<file path="src/rtl/resp_demux_pkg.sv">
// rtl/resp_demux_pkg.sv - shared constants for the 2:1 request mux and its response demux
// Purpose: select-bit encoding and default sizing shared by the request select
//          generation and resp_demux16b2.
// Contents: SEL_A / SEL_B select encodings, DEF_WIDTH / DEF_DEPTH defaults.
package resp_demux_pkg;

  localparam logic SEL_A = 1'b0;
  localparam logic SEL_B = 1'b1;

  localparam int DEF_WIDTH = 16;
  localparam int DEF_DEPTH = 4;

endpackage

</file>
<file path="src/rtl/resp_demux16b2_sel_fifo.sv">
// rtl/resp_demux16b2_sel_fifo.sv - 1-bit in-order tracker of issued request selects
// Purpose: remembers which requester issued each outstanding request, oldest first.
// Ports:
//   clk, rst_n  clock, asynchronous active-low reset
//   push        write push_bit (ignored while full)
//   push_bit    select bit of the issued request
//   pop         retire the head entry (ignored while empty)
//   head_bit    select bit of the oldest outstanding request
//   count       occupancy, 0..DEPTH
//   full        count == DEPTH
//   empty       count == 0
module sel_fifo #(
  parameter int DEPTH = 4
) (
  input  logic                       clk,
  input  logic                       rst_n,
  input  logic                       push,
  input  logic                       push_bit,
  input  logic                       pop,
  output logic                       head_bit,
  output logic [$clog2(DEPTH+1)-1:0] count,
  output logic                       full,
  output logic                       empty
);

  localparam int PW = $clog2(DEPTH);
  localparam int CW = $clog2(DEPTH+1);

  logic [DEPTH-1:0] mem_q;
  logic [PW-1:0]    wr_ptr_q;
  logic [PW-1:0]    rd_ptr_q;
  logic [CW-1:0]    count_q;
  logic             push_en;
  logic             pop_en;

  // Full/empty come from the registered count, so a push while full is
  // dropped even when a pop happens in the same cycle.
  assign push_en = push && !full;
  assign pop_en  = pop && !empty;

  always_ff @(posedge clk or negedge rst_n) begin
    if (!rst_n) begin
      mem_q    <= '0;
      wr_ptr_q <= '0;
      rd_ptr_q <= '0;
      count_q  <= '0;
    end else begin
      if (push_en) begin
        mem_q[wr_ptr_q] <= push_bit;
        wr_ptr_q        <= wr_ptr_q + PW'(1);
      end
      if (pop_en) begin
        rd_ptr_q <= rd_ptr_q + PW'(1);
      end
      case ({push_en, pop_en})
        2'b10:   count_q <= count_q + CW'(1);
        2'b01:   count_q <= count_q - CW'(1);
        default: count_q <= count_q;
      endcase
    end
  end

  assign head_bit = mem_q[rd_ptr_q];
  assign count    = count_q;
  assign full     = (count_q == CW'(DEPTH));
  assign empty    = (count_q == '0);

endmodule

</file>
<file path="src/rtl/resp_demux16b2.sv">
// rtl/resp_demux16b2.sv - steers in-order memory responses back to requester A or B
// Purpose: records the select of every issued request and delivers each response
//          through a one-entry valid/ready register on the issuing requester's port.
// Ports:
//   clk, rst_n                  clock, asynchronous active-low reset
//   req_fire, req_sel           request issued this cycle and its requester (SEL_A/SEL_B)
//   tag_full, outstanding       tracker full flag and occupancy
//   rsp_valid, rsp_data         memory response
//   rsp_ready                   response accepted this cycle (combinational on a/b_ready)
//   a_valid, a_data, a_ready    requester A delivery
//   b_valid, b_data, b_ready    requester B delivery
//   err                         sticky overflow / unexpected-response flag
// Configuration: RESP_DEMUX16B2_ERR_EN compiles in error detection; otherwise err = 0.
module resp_demux16b2
  import resp_demux_pkg::*;
#(
  parameter int WIDTH = DEF_WIDTH,
  parameter int DEPTH = DEF_DEPTH
) (
  input  logic                       clk,
  input  logic                       rst_n,
  input  logic                       req_fire,
  input  logic                       req_sel,
  output logic                       tag_full,
  output logic [$clog2(DEPTH+1)-1:0] outstanding,
  input  logic                       rsp_valid,
  input  logic [WIDTH-1:0]           rsp_data,
  output logic                       rsp_ready,
  output logic                       a_valid,
  output logic [WIDTH-1:0]           a_data,
  input  logic                       a_ready,
  output logic                       b_valid,
  output logic [WIDTH-1:0]           b_data,
  input  logic                       b_ready,
  output logic                       err
);

  logic             hd;
  logic             trk_empty;
  logic             accept;
  logic             a_valid_q, a_valid_d;
  logic             b_valid_q, b_valid_d;
  logic [WIDTH-1:0] a_data_q, a_data_d;
  logic [WIDTH-1:0] b_data_q, b_data_d;

  sel_fifo #(.DEPTH(DEPTH)) u_sel_fifo (
    .clk      (clk),
    .rst_n    (rst_n),
    .push     (req_fire),
    .push_bit (req_sel),
    .pop      (accept),
    .head_bit (hd),
    .count    (outstanding),
    .full     (tag_full),
    .empty    (trk_empty)
  );

  // The destination register may take a new response in the same cycle it
  // drains, which gives one response per cycle with ready held high.
  assign rsp_ready = !trk_empty &&
                     ((hd == SEL_B) ? (!b_valid_q || b_ready) : (!a_valid_q || a_ready));
  assign accept    = rsp_valid && rsp_ready;

  always_comb begin
    a_valid_d = a_valid_q;
    a_data_d  = a_data_q;
    b_valid_d = b_valid_q;
    b_data_d  = b_data_q;
    if (a_valid_q && a_ready) a_valid_d = 1'b0;
    if (b_valid_q && b_ready) b_valid_d = 1'b0;
    // A reload overrides the drain above, so valid stays high.
    if (accept && (hd == SEL_A)) begin
      a_valid_d = 1'b1;
      a_data_d  = rsp_data;
    end
    if (accept && (hd == SEL_B)) begin
      b_valid_d = 1'b1;
      b_data_d  = rsp_data;
    end
  end

  always_ff @(posedge clk or negedge rst_n) begin
    if (!rst_n) begin
      a_valid_q <= 1'b0;
      b_valid_q <= 1'b0;
      a_data_q  <= '0;
      b_data_q  <= '0;
    end else begin
      a_valid_q <= a_valid_d;
      b_valid_q <= b_valid_d;
      a_data_q  <= a_data_d;
      b_data_q  <= b_data_d;
    end
  end

  assign a_valid = a_valid_q;
  assign a_data  = a_data_q;
  assign b_valid = b_valid_q;
  assign b_data  = b_data_q;

`ifdef RESP_DEMUX16B2_ERR_EN
  logic err_q, err_d;

  always_comb begin
    err_d = err_q;
    if (req_fire && tag_full) err_d = 1'b1;
    if (rsp_valid && trk_empty) err_d = 1'b1;
  end

  always_ff @(posedge clk or negedge rst_n) begin
    if (!rst_n) err_q <= 1'b0;
    else        err_q <= err_d;
  end

  assign err = err_q;
`else
  assign err = 1'b0;
`endif

endmodule

</file>
<file path="config.mk">
export PLATFORM = sky130hd
export DESIGN_NAME = resp_demux16b2
export DESIGN_NICKNAME = d
export VERILOG_FILES = /design/src/rtl/resp_demux_pkg.sv /design/src/rtl/resp_demux16b2_sel_fifo.sv /design/src/rtl/resp_demux16b2.sv
export SDC_FILE = /design/constraint.sdc
export NUM_CORES = 1
export LEC_CHECK = 0
export CORE_MARGIN = 1
export CORE_UTILIZATION = 41
export CTS_CLUSTER_SIZE = 16
export DETAILED_ROUTE_END_ITERATION = 10
export GPL_ROUTABILITY_DRIVEN = 0
export PLACE_DENSITY = 0.77
export SYNTH_ARGS = -nofsm -noshare
export SYNTH_HDL_FRONTEND = slang
export SYNTH_SLANG_ARGS = --single-unit
</file>
<file path="constraint.sdc">
create_clock -name clk -period 6 [get_ports clk]
set_clock_uncertainty 0.2 [all_clocks]
set_input_delay 0.6 -clock clk [delete_from_list [all_inputs] [get_ports clk]]
set_output_delay 0.6 -clock clk [all_outputs]
set_load 0.05 [all_outputs]
</file>
Word-level counts from Yosys, hierarchy flattened:

Cells that the tools add are included.
Widths: inputs -> output; s select.

* add/sub/neg operators: 4
* magnitude comparators: 3
* equal/unequal tests: 3
* muxes and demuxes: 11
* bitwise operators: 1
* reductions and logical operators: 19

Operator list (count)
* $logic_and 1x1->1: 9
* $mux 1: 7
* $lt 2x3->1 const B: 2
* $pmux 3 s2: 1
* $reduce_bool 2->1: 3
* $add 2x1->2 const B: 2
* $bwmux 4: 1
* $logic_not 1->1: 4
* $add 3x1->3 const B: 1
* $eq 3x3->1 const B: 1
* $logic_not 3->1: 1
* $sub 3x1->3 const B: 1
* $bmux 1 s2: 1
* $demux 1 s2: 1
* $eq 2x1->1 const B: 1
* $eq 2x2->1 const B: 1
* $ge 2x1->1 const B: 1
* $logic_or 1x1->1: 2
* $not 1->1: 1

* flip-flop bits (word level): 45
* input bits: 23
* output and inout bits: 40
* word-level logic and storage cells: 49

Depth between registers and ports, before layout:

Gate-level depths: netlist (run 1).

* depth after elaboration: 8
* gate-level depth with buffers: 9
* gate-level depth less buffers: 9

Cells and area by module:

From an unflattened synthesis (run 1), not the netlist that was laid out.

* cells, all modules: 135
* area total of the unflattened synthesis: 1974.4 µm²

By module, submodules not included
* resp_demux16b2: instances 1, cells an instance 81, area each 1368.8 µm², seq. area each 850.8 µm²
* sel_fifo: instances 1, cells an instance 54, area each 605.6 µm², seq. area each 275.3 µm²

Worst setup path before layout (run 1):

Ideal clock, no wire load.

* path kind: flip-flop to flip-flop
* start: reg u_sel_fifo.count_q[2] (netlist: u_sel_fifo.count[2])
* end: reg u_sel_fifo.count_q[1] (netlist: u_sel_fifo.count[1])
* arrival: 3.143 ns
* setup slack: 2.533 ns
* stages on the path, launching flop included: 8
* path buffers: 1
* clock period less this slack: 3.467 ns
* path through: dfrtp_1 nor3b_1 nor2b_1 clkbuf_1 inv_1 ha_1 fa_1 mux2_2

* elaborated cells on any way between the ends: 12
* those cells by class: eq/ne: 3; mux: 1; reduce/logical: 8

RTL lines
* from (decl): line resp_demux16b2_sel_fifo.sv:32 `logic [CW-1:0] count_q;`
* from (signal assigned): line resp_demux16b2_sel_fifo.sv:56 `2'b10: count_q <= count_q + CW'(1);`
* from (signal assigned): line resp_demux16b2_sel_fifo.sv:57 `2'b01: count_q <= count_q - CW'(1);`
* from (signal assigned): line resp_demux16b2_sel_fifo.sv:58 `default: count_q <= count_q;`
* $eq 3x3->1 (*): line resp_demux16b2_sel_fifo.sv:65 `assign full = (count_q == CW'(DEPTH));`
* named net tag_full: line resp_demux16b2.sv:24 `output logic tag_full,`
* $logic_not 1->1 (*): line resp_demux16b2_sel_fifo.sv:38 `assign push_en = push && !full;`
* $logic_and 1x1->1 (*): line resp_demux16b2_sel_fifo.sv:38
* $eq 2x1->1 / $eq 2x2->1 (equally long branches): line resp_demux16b2_sel_fifo.sv:55 `case ({push_en, pop_en})`
* $pmux 3 s2 / $reduce_bool 2->1 (equally long branches)

The timed path passes the listed nets; every way through them passes the cells marked *.
A chain may end at the register's enable or synchronous reset.

Worst setup path in the final report (run 1):

* start: reg u_sel_fifo.rd_ptr_q[1]
* end: out rsp_ready

* longest elaborated chain between the ends: 4

Ends and longest elaborated chain
* from (decl): line resp_demux16b2_sel_fifo.sv:31 `logic [PW-1:0] rd_ptr_q;`
* from (signal assigned): line resp_demux16b2_sel_fifo.sv:53 `rd_ptr_q <= rd_ptr_q + PW'(1);`
* $bmux 1 s2: line resp_demux16b2_sel_fifo.sv:63 `assign head_bit = mem_q[rd_ptr_q];`
* $mux 1 (not written as such): line resp_demux16b2_sel_fifo.sv:63
* $mux 1: line resp_demux16b2.sv:61 `((hd == SEL_B) ? (!b_valid_q || b_ready) : (!a_valid_q || a_ready));`
* $logic_and 1x1->1: line resp_demux16b2.sv:60 `assign rsp_ready = !trk_empty &&`
* to (decl): line resp_demux16b2.sv:28 `output logic rsp_ready,`

No other way between the ends. The select of a mux whose other input is x is not followed.

==> qor.csv, run 1 <==
metric,value,unit
initial DRC count,47,
worst r2r src,u_sel_fifo.rd_ptr_q[1],
Mapped Cells,129,
r2r endpoint,u_sel_fifo.count[2],
DRT antenna net count,0,
Cell Rows,24,
area grow syn2layout,39.4,%
layout net count,222,
HP Class,primary input to async pin,
"commonest non-fill, non-tap cell in the layout",clkdlybuf4s50_1,
setup TNS,0,ns
CTS tree,built,
Mean Syn Cell Area,14.9,sq um
Max Transition Viols Final,0,
fmax,0.313,GHz
CTS Buffer Depth,2,
DIE AREA,4960,sq um
Syn Std Cell Area,1920,sq um
# fillers,326,
Rel. slew slack,0.353,
vias in the first global route,1327,
Reg2Reg Depth,9,
Post-CTS Setup Bufs,0,
Worst Setup End Kind,primary output,
routed vias/inst,4.91,
final worst-path cycle share,0.533,
H-tree Lvls,2,
"Net Count, Synth",158,
Worst setup SP type,flip-flop,
PortBufs,61,
final setup fails,0,
Initial Utilization,0.435,
drt first pass iters,4,
unrepaired setup endpoints after global routing,false,
Worst-Skew Late Latency,0.29,ns
CORE AREA,4410,sq um
die height,70.4,um
Slew @ Worst Pin,0.970,ns
CP max FO,4,
Syn. warnings,0,
Total GRT Usage,0.166,
Routed WL,3680,um
overall die width,70.4,um
initial antenna violation count,0,
post-DP HPWL,2680,um
CP arrival,2.40,ns
"commonest cells after routing, fill and taps aside","clkdlybuf4s50_1, dfrtp_1, mux2_2, nand2_1, clkbuf_8",
post-CTS resize count,0,
"Clk pin slew, worst setup/hold paths",0.08,ns
cts bufs inserted,5,
"Distinct cells, synth",24,
CP required,5.20,ns
outcome,completed,
min cycle time layout,3.20,ns
"Seq/Total Area, Yosys",0.586,
largest net degree at the start of global routing,46,
layout cell share with drive strength beyond 1,0.253,
Remaining DRCs,0,
kind of critical path,flip-flop to primary output,
antenna cells,0,
worst reg2reg setup slack,3.35,ns
vias after detailed routing,1207,
#FFs+latches synth,45,
WL/cell,15.0,um
first-pass GRT wire length,6260,um
Post-CTS Hold Buffers,0,
Util after Layout,0.607,
max capacitance violation total,0,
Sink Count,45,
CTS Root Cell,clkbuf_8,
Overflow after GRT,0,
Ports,63,
Final Hold Violating Endpoints,0,
## cells in the mapped netlist
library cell | number | area [sq um]
xor2_1 | 2 | 17.5
nand2b_1 | 2 | 12.5
xnor2_1 | 3 | 26.3
conb_1 | 1 | 3.75
mux2i_4 | 1 | 22.5
o21ai_0 | 3 | 15.0
nor2b_1 | 1 | 6.26
nand2_1 | 6 | 22.5
nor2_1 | 3 | 11.3
or2b_2 | 1 | 8.76
nor3b_1 | 2 | 15.0
dfrtp_1 | 45 | 1130
nor3b_4 | 1 | 18.8
clkbuf_1 | 1 | 3.75
ha_1 | 5 | 62.6
o31ai_1 | 1 | 7.51
buf_6 | 1 | 11.3
fa_1 | 1 | 20.0
buf_4 | 2 | 15.0
nor3_1 | 1 | 5.00
mux2_2 | 37 | 417
mux2i_1 | 5 | 50.1
nand3b_2 | 1 | 11.3
inv_1 | 3 | 11.3
## sequential cells by signal, indices dropped and copies added, names as in the netlist
signal / count
a_data: 16
u_sel_fifo.wr_ptr_q: 2
u_sel_fifo.rd_ptr_q: 2
b_valid: 1
u_sel_fifo.mem_q: 4
u_sel_fifo.count: 3
a_valid: 1
b_data: 16
## layout make-up
| type | instances | area (sq um) | area share |
|---|---|---|---|
| Sequential cell | 45 | 1130 | 0.421 |
| Multi-Input combinational cell | 77 | 753 | 0.281 |
| Inverter | 3 | 11.3 | 0.00421 |
| Tap cell | 52 | 65.1 | 0.0243 |
| Timing Repair Buffer | 61 | 606 | 0.226 |
| Clock buffer | 7 | 86.3 | 0.0322 |
| Clock inverter | 1 | 30.0 | 0.0112 |
## metal layers
metal | vias up | share of wire | global-route usage
li1 | 570 | - | -
met1 | 593 | 0.43 | 0.203
met2 | 39 | 0.50 | 0.268
met3 | 5 | 0.058 | 0.0519
met4 | 0 | 0.016 | 0.0733
met5 | - | 0 | 0
## through the flow
step                instance area, sq um  worst slack (ns)  instances  hold slack (ns)
detailed placement                  2560              2.93        238            0.291
floorplan                           1920              2.53        129            0.104
finish                              2680              2.80        246            0.254
global placement                    2560              2.94        238            0.287
CTS                                 2680              2.79        246            0.287
global route                        2680              2.70        246            0.318
## cell families after synthesis
family | count (synthesis) | share of synthesized area
adders and majority gates | 6 | 0.0430
AOI/OAI and AO/OA | 4 | 0.0117
muxes | 43 | 0.255
DFF | 45 | 0.586
buffers and inverters | 7 | 0.0215
other | 1 | 0.00195
and+or+nand+nor | 18 | 0.0580
xor gates and xnor gates | 5 | 0.0228
## how the worst max path moves through the flow
stage                                start                   to  cells past startpoint
floorplan              u_sel_fifo.count[2]  u_sel_fifo.count[1]                      7
global placement                   a_ready            rsp_ready                      5
detailed placement                 a_ready            rsp_ready                      5
CTS                 u_sel_fifo.rd_ptr_q[1]            rsp_ready                      5
global route        u_sel_fifo.rd_ptr_q[1]            rsp_ready                      5
finish              u_sel_fifo.rd_ptr_q[1]            rsp_ready                      5
## critical path, cell delays in order (launching register included)
cell	delay [ns]
dfrtp_1	0.41
mux2i_1	0.46
mux2i_4	0.17
mux2i_1	0.17
nor2_1	0.10
clkdlybuf4s50_1	0.80
Power of run 1 is not shown: default switching activity piles up to over one toggle a cycle in this logic, so the estimate is an artifact.
==> run 2: changes to the inputs <==
- PLACE_DENSITY: 0.77 -> 0.79
- clock period: 6 -> 2.7 ns (I/O delays scaled with it)
==> qor.csv, run 2 (synthesis results as in run 1) <==
metric,value,unit,change
# fillers,336,,+3.1%
antenna cells,0,,unchanged
initial antenna violation count,0,,unchanged
CTS Buffer Depth,2,,unchanged
Worst-Skew Late Latency,0.29,ns,about the same
worst r2r src,u_sel_fifo.rd_ptr_q[1],,
outcome,completed,,
final worst-path cycle share,0.947,,
first-pass GRT wire length,6620,um,+5.8%
HP Class,flip-flop to flip-flop,,
area grow syn2layout,40.4,%,
Ports,63,,unchanged
Total GRT Usage,0.174,,+0.00840
drt first pass iters,4,,unchanged
vias in the first global route,1411,,+6.3%
"Clk pin slew, worst setup/hold paths",0.09,ns,about the same
final setup fails,0,,unchanged
PortBufs,61,,unchanged
CTS Root Cell,clkbuf_8,,
Reg2Reg Depth,9,,unchanged
Initial Utilization,0.435,,unchanged
HP Start,a_data[0],,
CORE AREA,4410,sq um,unchanged
hold path depth,1,,
routed vias/inst,5.00,,+2.0%
unrepaired setup endpoints after global routing,false,,
Routed WL,3990,um,+8.2%
fmax,0.391,GHz,
Sink Count,45,,unchanged
WL/cell,16.0,um,+6.9%
setup TNS,0,ns,unchanged
Cell Rows,24,,unchanged
kind of critical path,flip-flop to flip-flop,,
largest net degree at the start of global routing,46,,unchanged
Final Hold Violating Endpoints,0,,unchanged
layout cell share with drive strength beyond 1,0.299,,+0.0469
CP max FO,4,,unchanged
CP arrival,2.57,ns,+0.17 ns
"commonest cells after routing, fill and taps aside","clkdlybuf4s50_1, dfrtp_1, mux2_2, nand2_1",,
crit path launch,u_sel_fifo.rd_ptr_q[1],,
DRT antenna net count,0,,unchanged
Rel. slew slack,0.345,,-0.00789
layout net count,225,,+1.4%
Overflow after GRT,0,,unchanged
post-DP HPWL,2820,um,+5.1%
H-tree Lvls,2,,unchanged
CTS tree,built,,
initial DRC count,25,,-47%
Slew @ Worst Pin,0.982,ns,+0.0118 ns
Worst Setup End Kind,flip-flop,,
die height,70.4,um,unchanged
min cycle time layout,2.56,ns,
DIE AREA,4960,sq um,unchanged
max capacitance violation total,0,,unchanged
overall die width,70.4,um,unchanged
CP required,2.72,ns,-2.48 ns
Worst setup SP type,flip-flop,,
"commonest non-fill, non-tap cell in the layout",clkdlybuf4s50_1,,
Remaining DRCs,0,,unchanged
vias after detailed routing,1246,,+3.2%
Max Transition Viols Final,0,,unchanged
cts bufs inserted,5,,unchanged
==> run 2: path summary, 6_finish.rpt <==
path,slack (ns),end
max,0.14,u_sel_fifo.count[2]
min,0.31,a_data[0]
max reg2reg,0.14,u_sel_fifo.count[2]
min reg2reg,0.31,a_data[0]
max in group asynchronous,1.18,u_sel_fifo.count[0]
min in group asynchronous,0.46,u_sel_fifo.rd_ptr_q[0]
==> run 2: critical path, cell delays in order, from the launching register on <==
cell     delay, ns
dfrtp_1       0.44
mux2i_2       0.35
mux2i_4       0.16
mux2i_1       0.21
nor2_1        0.07
ha_1          0.24
fa_1          0.38
xnor2_1       0.13
nor2_1        0.12
xor2_1        0.17
==> run 2: layout make-up <==
| class | instances | area [sq um] | area share |
|---|---|---|---|
| Sequential cell | 45 | 1130 | 0.419 |
| Multi-Input combinational cell | 77 | 772 | 0.286 |
| Timing Repair Buffer | 64 | 628 | 0.233 |
| Clock buffer | 5 | 68.8 | 0.0255 |
| Tap cell | 52 | 65.1 | 0.0241 |
| Clock inverter | 3 | 21.3 | 0.00789 |
| Inverter | 3 | 11.3 | 0.00418 |
==> run 2: per-layer routing <==
layer  up-vias  track usage  share of wire
met2        44        0.296           0.49
met5         -            0              0
met3         6       0.0794          0.079
met1       627        0.196           0.42
met4         0       0.0467          0.011
li1        569            -              -
==> run 2: metrics by stage <==
step	hold slack, ns	cell area (sq um)	cells	setup WS [ns]	util
floorplan	-0.226	1940	129	0.0906	-
global placement	0.262	2590	240	0.174	0.586
detailed placement	0.293	2590	240	0.0838	0.586
CTS	0.313	2690	249	0.0595	0.609
global route	0.337	2700	249	0.0235	0.611
finish	0.314	2700	249	0.142	0.611
==> run 2: timing repair <==
item | in CTS | in global routing
setup buffers | 0 | 0
resized for setup | 0 | 2
endpoints found under the setup margin | 0 | 1
endpoints found under the hold margin | 45 | 0
hold buffers | 1 | 0
Power of run 2 is left out for the same reason.
